<file path="src/rtl/adc_lvds_pkg.sv">
// Shared encodings, FSM state type and frame-geometry helpers for the LVDS ADC serializer.
package adc_lvds_pkg;

    localparam int unsigned ADC_MODE_BYTE = 1;
    localparam int unsigned ADC_MODE_BIT  = 0;
    localparam int unsigned ADC_ORDER_MSB = 1;
    localparam int unsigned ADC_ORDER_LSB = 0;

    typedef enum logic [0:0] {
        AdcIdle = 1'b0,
        AdcRun  = 1'b1
    } adc_state_e;

    typedef struct packed {
        logic [31:0] n;     // serial bits per lane per frame
        logic [31:0] half;  // ceil(n/2): cycles with Fclk high
    } adc_geom_t;

    function automatic adc_geom_t adc_frame_geom(input int unsigned bits,
                                                 input int unsigned wires);
        adc_geom_t g;
        g.n    = bits / wires;
        g.half = (g.n + 32'd1) / 32'd2;
        return g;
    endfunction

    // Sample bit index carried by 'lane' at serial position 'step' of a frame.
    function automatic int unsigned adc_lane_bit_idx(input int unsigned lane,
                                                     input int unsigned step,
                                                     input int unsigned n,
                                                     input int unsigned wires,
                                                     input int unsigned mode,
                                                     input int unsigned order);
        int unsigned j;
        j = (order == ADC_ORDER_MSB) ? (n - 1 - step) : step;
        return (mode == ADC_MODE_BYTE) ? (lane * n + j) : (lane + j * wires);
    endfunction

endpackage

</file>
<file path="src/rtl/adc_lane_shifter.sv">
// One ADC channel: holds the last loaded sample and shifts it out over C_AdcWireInt lanes,
// LSB of each lane register first, after permuting bits into emission order at load time.
module adc_lane_shifter
    import adc_lvds_pkg::*;
#(
    parameter int unsigned C_AdcWireInt      = 2,
    parameter int unsigned C_AdcBits         = 16,
    parameter int unsigned C_AdcBytOrBitMode = 1,
    parameter int unsigned C_AdcMsbOrLsbFst  = 1
) (
    input  logic                    clk_i,
    input  logic                    rst_i,
    input  logic                    load_i,
    input  logic                    reload_i,
    input  logic [C_AdcBits-1:0]    sample_i,
    output logic [C_AdcWireInt-1:0] data_o
);

    localparam adc_geom_t   Geom = adc_frame_geom(C_AdcBits, C_AdcWireInt);
    localparam int unsigned N    = Geom.n;
    localparam int unsigned IdxW = (C_AdcBits > 1) ? $clog2(C_AdcBits) : 1;

    logic [C_AdcBits-1:0]             sample_q, sample_d, src;
    logic [C_AdcWireInt-1:0][N-1:0]   sr_q, sr_d;

    always_comb begin
        src      = reload_i ? sample_q : sample_i;
        sample_d = sample_q;
        for (int k = 0; k < int'(C_AdcWireInt); k++) begin
            sr_d[k] = sr_q[k] >> 1;
        end
        if (load_i || reload_i) begin
            sample_d = src;
            for (int k = 0; k < int'(C_AdcWireInt); k++) begin
                for (int i = 0; i < int'(N); i++) begin
                    sr_d[k][i] = src[IdxW'(adc_lane_bit_idx(k, i, N, C_AdcWireInt,
                                                            C_AdcBytOrBitMode,
                                                            C_AdcMsbOrLsbFst))];
                end
            end
        end
    end

    always_ff @(posedge clk_i) begin
        if (rst_i) begin
            sample_q <= '0;
            sr_q     <= '0;
        end else begin
            sample_q <= sample_d;
            sr_q     <= sr_d;
        end
    end

    for (genvar k = 0; k < C_AdcWireInt; k++) begin : g_lane
        assign data_o[k] = sr_q[k][0];
    end

endmodule

</file>
<file path="src/rtl/adc_lvds_serializer.sv">
// Multi-lane LVDS ADC serializer: framing FSM, handshake, Fclk/FrameStart and Underflow.
// Define ADC_SER_TESTPAT_EN to add the TestPatEn input and the internal ramp pattern source.
module adc_lvds_serializer
    import adc_lvds_pkg::*;
#(
    parameter int unsigned C_AdcChnls        = 2,
    parameter int unsigned C_AdcWireInt      = 2,
    parameter int unsigned C_AdcBits         = 16,
    parameter int unsigned C_AdcBytOrBitMode = 1,
    parameter int unsigned C_AdcMsbOrLsbFst  = 1
) (
    input  logic                               SysClk,
    input  logic                               SysRst,
`ifdef ADC_SER_TESTPAT_EN
    input  logic                               TestPatEn,
`endif
    input  logic [C_AdcChnls*C_AdcBits-1:0]    S_Data,
    input  logic                               S_Valid,
    output logic                               S_Ready,
    output logic [C_AdcChnls*C_AdcWireInt-1:0] Data,
    output logic                               Fclk,
    output logic                               FrameStart,
    output logic                               Underflow
);

    localparam adc_geom_t       Geom    = adc_frame_geom(C_AdcBits, C_AdcWireInt);
    localparam int unsigned     N       = Geom.n;
    localparam int unsigned     Half    = Geom.half;
    localparam int unsigned     CntW    = (N > 1) ? $clog2(N) : 1;
    localparam logic [CntW-1:0] CntLast = CntW'(N - 1);

    adc_state_e      state_q;
    logic [CntW-1:0] bit_cnt_q, cnt_nxt;
    logic            fclk_q, frame_start_q, underflow_q, rdy_q;
    logic            tp_en, at_last, at_bound, hs;
    logic            load_new, load_old, load_tp, load_any;

    assign at_last  = (state_q == AdcRun) && (bit_cnt_q == CntLast);
    assign at_bound = (state_q == AdcIdle) || at_last;
    assign S_Ready  = rdy_q && !tp_en;
    assign hs       = S_Valid && S_Ready;

    // S_Ready is only ever high at a frame boundary, so a handshake always loads.
    assign load_new = hs;
    assign load_tp  = tp_en && at_bound;
    assign load_old = at_last && !tp_en && !S_Valid;
    assign load_any = load_new || load_tp || load_old;

    assign cnt_nxt  = at_bound ? '0 : bit_cnt_q + CntW'(1);

    always_ff @(posedge SysClk) begin
        if (SysRst) begin
            state_q       <= AdcIdle;
            bit_cnt_q     <= '0;
            fclk_q        <= 1'b0;
            frame_start_q <= 1'b0;
            underflow_q   <= 1'b0;
            rdy_q         <= 1'b1;
        end else begin
            frame_start_q <= load_any;
            if (load_old) begin
                underflow_q <= 1'b1;
            end
            unique case (state_q)
                AdcIdle: begin
                    if (load_any) begin
                        state_q   <= AdcRun;
                        bit_cnt_q <= cnt_nxt;
                        fclk_q    <= (32'(cnt_nxt) < Half);
                        rdy_q     <= (cnt_nxt == CntLast);
                    end
                end
                AdcRun: begin
                    bit_cnt_q <= cnt_nxt;
                    fclk_q    <= (32'(cnt_nxt) < Half);
                    rdy_q     <= (cnt_nxt == CntLast);
                end
                default: begin
                    state_q <= AdcIdle;
                end
            endcase
        end
    end

    assign Fclk       = fclk_q;
    assign FrameStart = frame_start_q;
    assign Underflow  = underflow_q;

`ifdef ADC_SER_TESTPAT_EN
    logic [C_AdcBits-1:0] ramp_q;

    assign tp_en = TestPatEn;

    always_ff @(posedge SysClk) begin
        if (SysRst) begin
            ramp_q <= '0;
        end else if (load_tp) begin
            ramp_q <= ramp_q + C_AdcBits'(1);
        end
    end
`else
    assign tp_en = 1'b0;
`endif

    for (genvar c = 0; c < C_AdcChnls; c++) begin : g_chnl
        logic [C_AdcBits-1:0] ch_sample;

`ifdef ADC_SER_TESTPAT_EN
        assign ch_sample = load_tp ? ramp_q : S_Data[c*C_AdcBits +: C_AdcBits];
`else
        assign ch_sample = S_Data[c*C_AdcBits +: C_AdcBits];
`endif

        adc_lane_shifter #(
            .C_AdcWireInt      (C_AdcWireInt),
            .C_AdcBits         (C_AdcBits),
            .C_AdcBytOrBitMode (C_AdcBytOrBitMode),
            .C_AdcMsbOrLsbFst  (C_AdcMsbOrLsbFst)
        ) u_shifter (
            .clk_i    (SysClk),
            .rst_i    (SysRst),
            .load_i   (load_new || load_tp),
            .reload_i (load_old),
            .sample_i (ch_sample),
            .data_o   (Data[c*C_AdcWireInt +: C_AdcWireInt])
        );
    end

endmodule

</file>
<file path="config.mk">
export PLATFORM = sky130hd
export DESIGN_NAME = adc_lvds_serializer
export DESIGN_NICKNAME = d
export VERILOG_FILES = /design/src/rtl/adc_lvds_pkg.sv /design/src/rtl/adc_lane_shifter.sv /design/src/rtl/adc_lvds_serializer.sv
export SDC_FILE = /design/constraint.sdc
export NUM_CORES = 1
export LEC_CHECK = 0
export BUFFER_PORTS_ARGS = -buffer_cell sky130_fd_sc_hd__buf_2
export CAP_MARGIN = 20
export CORE_AREA = 2 2 93 95
export CTS_CLUSTER_DIAMETER = 60
export DETAILED_ROUTE_END_ITERATION = 16
export DIE_AREA = 0 0 95 97
export GPL_TIMING_DRIVEN = 0
export PLACE_DENSITY = 0.62
export SYNTH_ARGS = -nofsm -noshare
export SYNTH_HDL_FRONTEND = slang
export SYNTH_SLANG_ARGS = --single-unit
export TNS_END_PERCENT = 20
</file>
<file path="constraint.sdc">
create_clock -name SysClk -period 1.7 [get_ports SysClk]
set_input_delay 0.17 -clock SysClk [delete_from_list [all_inputs] [get_ports SysClk]]
set_output_delay 0.17 -clock SysClk [all_outputs]
set_load 0.05 [all_outputs]
</file>
==> flow_summary.json, run 1 <==
{
  "status": "complete, no violations",
  "synth_top_cell_area_share_pct": 51.7,
  "htreeDepth": 3,
  "dp.cells": 461,
  "synthFlopType": "dfxtp_1",
  "firstDrtPassIters": 7,
  "grt_overflow": 0,
  "grt_pass1_wl_um": 11100,
  "leakagePower_uw": 0.00134,
  "dp_slack_ns": 0.0659,
  "setup_violations": 0,
  "fin_nets": 404,
  "first_iter_violations": 165,
  "crit_buf_inv": 1,
  "sequentialPowerShare_pct": 50.1,
  "core.rowCount": 33,
  "cp-end-kind": "flip-flop",
  "yosys.area.top_type": "dfxtp_1",
  "drc": 0,
  "skew_ns": 0.00735,
  "final_util_pct": 41.1,
  "synth_commonest_cells": "87 x nand2_1, 72 x dfxtp_1, 42 x a21oi_1",
  "final_cells": 476,
  "clock-sinks": 72,
  "critical-path-slowest-cell": "dfxtp_1",
  "antenna_cells": 0,
  "io_pins": 43,
  "yosysWarnings": 0,
  "drive_gt1_share_pct": 28.3,
  "hp-class": "input pin to flip-flop",
  "hpwl_um": 4630,
  "wl_per_cell_um": 14.3,
  "hold_viol": 0,
  "hold_depth": 3,
  "ant_nets": 0,
  "path_delay_family": "adder cells",
  "grt_start_max_net_pins": 12,
  "synth_cell_types": 26,
  "synth_cells": 315,
  "final-max-slew-violation-count": 0,
  "crit_fanout": 10,
  "grtUsageTotal_pct": 15.9,
  "gp_congestion": 0.814,
  "clk_latency_ns": 0.36,
  "drt_wl_total_um": 6790,
  "cts_tree": "built",
  "netSwitchingFraction_pct": 25.3,
  "cap_violations": 0,
  "arrival_ns": 1.87,
  "max-slew-margin-rel_pct": 50.6,
  "peakVddDrop_mv": 0.589,
  "clockPowerShare_pct": 38.7,
  "rsz0062_at_grt": "yes",
  "worst_setup_path_start_kind": "flip-flop",
  "ys_async_sr_fraction_pct": 0,
  "p_switching_uw": 922,
  "cts_buffers": 9,
  "p_comb_share_pct": 11.1,
  "tns_ns": 0,
  "start_util_pct": 34.3,
  "synth_area_leaders": "dfxtp_1 52%, nand2_1 12%, a311oi_2 10%",
  "multi_input_area_um2": 1180,
  "postCtsHoldBufs": 0,
  "total_power_uw": 3640,
  "post-route-min-period_ns": 1.61,
  "max_freq_mhz": 623,
  "dieArea_um2": 9220,
  "cpMostUsedCell": "ha_1",
  "crit_required_ns": 1.97,
  "fin_ws_ns": 0.0949,
  "ys_seq_elements": 72,
  "clk_path_buf_depth": 2,
  "synth-edff-count": 0,
  "antenna_found_initial": 0,
  "syn_avg_cell_area_um2": 8.86,
  "vias": 2368,
  "core-area_um2": 8130,
  "final.fill_count": 839,
  "netlist_area_um2": 2790,
  "path_depth": 6,
  "drt-vias-per-instance": 4.97,
  "seq_area_um2": 1440,
  "powerDensity_nw_per_um2": 1090,
  "p_int_uw": 2720,
  "grt_pass1_vias": 2210,
  "port-buffer-count": 41,
  "die_w_um": 95,
  "max_slew.worst_pin.slew_ns": 0.740,
  "cts-root-buf": "clkbuf_8",
  "path_cells": "ha_1, ha_1, nand3b_2, clkbuf_4, nor2_1, a311oi_2",
  "path_clk_slew_ns": 0.07,
  "synth_seq_area_share_pct": 51.7,
  "synth.most_common_cell": "nand2_1",
  "fin_crit_sh_pct": 94.4,
  "r2r_cells": 6,
  "die_height_um": 97,
  "synthToLayoutAreaGrowth_pct": 19.8,
  "max_stage_delay_ns": 0.34,
  "syn_nets": 352,
  "critPathKind": "flip-flop to flip-flop"
}
[worst register-to-register path: stages, from the launching register on]
cell and delay, ns:
dfxtp_1 0.34, ha_1 0.20, ha_1 0.24, nand3b_2 0.16, clkbuf_4 0.24, nor2_1 0.07
a311oi_2 0.25
[cell families (layout without fill, tap and decap cells)]
family	Yosys count	in the layout	share of synthesized area, %
compound gates	71	71	20.2
fa+ha+maj	2	2	0.897
buf+inv	30	86	5.87
flops	72	72	51.7
simple gates	140	140	21.3
[path summary, 6_finish.rpt]
| path | from | end | slack (ns) |
|---|---|---|---|
| min reg2reg | g_chnl[1].u_shifter.sample_q[8] | g_chnl[1].u_shifter.sr_q[15] | 0.45 |
| min | S_Data[23] | g_chnl[1].u_shifter.sample_q[7] | 0.07 |
| max reg2reg | bit_cnt_q[0] | g_chnl[0].u_shifter.data_o[1] | 0.09 |
| max | bit_cnt_q[0] | g_chnl[0].u_shifter.data_o[1] | 0.09 |
[cell usage in the layout (no fill, tap or decap), drive strengths merged]
cell type   n
a21oi      42
a311oi     22
a31oi       6
and2        1
and3b       1
buf        59
bufinv      1
clkbuf     23
clkinv      2
dfxtp      72
ha          2
inv         1
nand2      98
nand2b      1
nand3       6
nand3b      4
nor2       26
nor3        2
nor3b       1
o21ai       1
[sequential cells by signal (all words and copies together), names as in the netlist]
| signal | cells |
|---|---|
| Fclk | 1 |
| FrameStart | 1 |
| S_Ready | 1 |
| Underflow | 1 |
| bit_cnt_q | 3 |
| g_chnl.u_shifter.data_o | 4 |
| g_chnl.u_shifter.sample_q | 32 |
| g_chnl.u_shifter.sr_q | 28 |
| state_q | 1 |
[through the flow]
| step | hold slack [ns] | instance area, µm² |
|---|---|---|
| detailed placement | 0.447 | 3130 |
| CTS | 0.0709 | 3330 |
| global route | 0.0695 | 3340 |
| finish | 0.0732 | 3340 |
| global placement | 0.441 | 3130 |
| floorplan | 0.321 | 2790 |
[metal layers]
| layer | track usage (%) | up-vias | routed length (µm) |
|---|---|---|---|
| met5 | 0 | - | 0 |
| met4 | 5.35 | 0 | 98 |
| met2 | 24.7 | 69 | 3260 |
| met1 | 20.4 | 1119 | 3020 |
| met3 | 5.61 | 10 | 409 |
| li1 | - | 1170 | - |
[power by group through the flow]
stage	Clock (µW)	Sequential, µW	Combinational [µW]
after global placement	0	1860	402
after floorplan	0	1880	263
after CTS	1430	1830	410
after detailed placement	0	1870	409
final	1410	1830	406
after global routing	1510	1840	449
[layout make-up]
class	instances	share of cell area, %
sequential	72	43.1
multi-input combinational	213	35.5
timing repair buffer	41	6.14
buffer	29	5.09
clock buffer	12	4.94
tap	105	3.93
clock inverter	3	1.20
inverter	1	0.112
[timing repair]
action                     in CTS  in global routing
setup endpoints to repair       0                 19
setup buffers                   0                  0
gates resized for setup         0                  5
hold endpoints to repair        0                  0
No activity file was read; power rests on OpenSTA's default activity.
==> run 2: changes to the inputs <==
Settings changed: BUFFER_PORTS_ARGS -buffer_cell sky130_fd_sc_hd__buf_2 to default, DONT_BUFFER_PORTS from default to 1, PLACE_DENSITY 0.62 to 0.58.
==> flow_summary.json, run 2 (synthesis gave the netlist of run 1 again) <==
{
  "final-max-slew-violation-count": 0,
  "fin_crit_sh_pct": 95.8,
  "r2r_cells": 6,
  "final_common_cell": "nand2_1",
  "max_freq_mhz": 614,
  "grt_overflow": 0,
  "path_depth": 6,
  "dp_slack_ns": -0.0271,
  "grtUsageTotal_pct": 15.7,
  "crit_buf_inv": 1,
  "fin_nets": 389,
  "path_clk_slew_ns": 0.07,
  "start_util_pct": 34.3,
  "setup_violations": 0,
  "hpwl_um": 4520,
  "tns_ns": 0,
  "final_cells": 462,
  "dp.cells": 420,
  "die_height_um": 97,
  "hp-class": "input pin to flip-flop",
  "holdWs_ns": 0.0116,
  "status": "complete, no violations",
  "largest_register": "g_chnl.u_shifter.sample_q",
  "grt_start_max_net_pins": 13,
  "cts_buffers": 9,
  "clock-sinks": 72,
  "drc": 0,
  "drt-vias-per-instance": 4.92,
  "path_delay_family": "adder cells",
  "clk_latency_ns": 0.35,
  "antenna_found_initial": 0,
  "cts_tree": "built",
  "hold_viol": 0,
  "crit_fanout": 10,
  "io_pins": 43,
  "cts-root-buf": "clkbuf_8",
  "r2r-start": "bit_cnt_q[0]",
  "core.rowCount": 33,
  "first_iter_violations": 122,
  "ant_nets": 0,
  "grt_pass1_wl_um": 11000,
  "post-route-min-period_ns": 1.63,
  "core-area_um2": 8130,
  "crit_required_ns": 1.95,
  "path_cells": "ha_1, ha_1, nand3b_2, clkbuf_4, nor2_1, a311oi_1",
  "rsz0062_at_grt": "yes",
  "cp-end-kind": "flip-flop",
  "cpMostUsedCell": "ha_1",
  "arrival_ns": 1.88,
  "grt_pass1_vias": 2288,
  "worst_setup_path_start_kind": "flip-flop",
  "antenna_cells": 0,
  "fin_ws_ns": 0.0709,
  "die_w_um": 95,
  "powerDensity_nw_per_um2": 1130,
  "cap_violations": 0,
  "skew_ns": 0.00702,
  "wl_per_cell_um": 14.5,
  "clk_path_buf_depth": 2,
  "vias": 2272,
  "critical-path-slowest-cell": "dfxtp_1",
  "drt_wl_total_um": 6720,
  "dieArea_um2": 9220,
  "hold_depth": 2,
  "firstDrtPassIters": 4,
  "peakVddDrop_mv": 0.542,
  "synthToLayoutAreaGrowth_pct": 23.2,
  "final_cell_mix": "87 x nand2_1, 71 x dfxtp_1, 42 x a21oi_1",
  "timing.rr.end": "g_chnl[1].u_shifter.sr_q[1]",
  "htreeDepth": 3,
  "max_slew.worst_pin.slew_ns": 0.796,
  "port-buffer-count": 0,
  "hold_end": "g_chnl[0].u_shifter.sample_q[12]",
  "gp_congestion": 0.756,
  "max-slew-margin-rel_pct": 46.9,
  "drive_gt1_share_pct": 18.2,
  "min_from": "S_Data[12]",
  "regToRegSetupSlack_ns": 0.07,
  "leakagePower_uw": 0.00130,
  "largest_reg_flops": 32,
  "critPathKind": "flip-flop to flip-flop",
  "max_stage_delay_ns": 0.34
}
run 2: through the flow:
step	instance area, µm²	power (µW)	utilization (%)
6_report	3440	3890	42.3
3_3_place_gp	2920	2220	35.9
3_5_place_dp	2920	2220	35.9
4_1_cts	3430	3920	42.1
5_1_grt	3440	4050	42.3
2_1_floorplan	2790	2140	-
run 2: worst max path at each step:
stage | startpoint | to
5_1_grt | bit_cnt_q[0] | g_chnl[1].u_shifter.sr_q[1]
3_5_place_dp | S_Ready | g_chnl[1].u_shifter.sample_q[13]
4_1_cts | bit_cnt_q[0] | g_chnl[1].u_shifter.sr_q[1]
6_report | bit_cnt_q[0] | g_chnl[1].u_shifter.sr_q[1]
3_3_place_gp | S_Ready | g_chnl[0].u_shifter.sr_q[9]
2_1_floorplan | S_Ready | g_chnl[0].u_shifter.data_o[0]
run 2: timing repair:
item	4_1_cts	5_1_grt
hold buffers	26	0
pin swaps	0	0
hold endpoints to repair	36	0
setup endpoints to repair	16	20
setup buffers	0	0
gates resized for setup	1	4
run 2: cell type report:
class	instances	area, µm²
flip-flops and latches	72	1440
fillers	811	4700
clock buffers	11	141
clock inverters	5	104
plain buffers	29	170
inverters	1	3.75
multi-input cells	213	1180
well taps	105	131
repair buffers	26	260
run 2: where the power goes:
| part | internal (µW) | switching (µW) | total (µW) |
|---|---|---|---|
| clock | 1020 | 637 | 1650 |
| sequential | 1790 | 63.3 | 1850 |
| combinational | 156 | 226 | 383 |
run 2: metal layers:
layer	track usage [%]	up-vias	routed length, µm
met5	0	-	0
met4	6.02	0	109
met3	4.91	11	323
met2	25.5	49	3140
met1	19.1	1071	3150
li1	-	1141	-
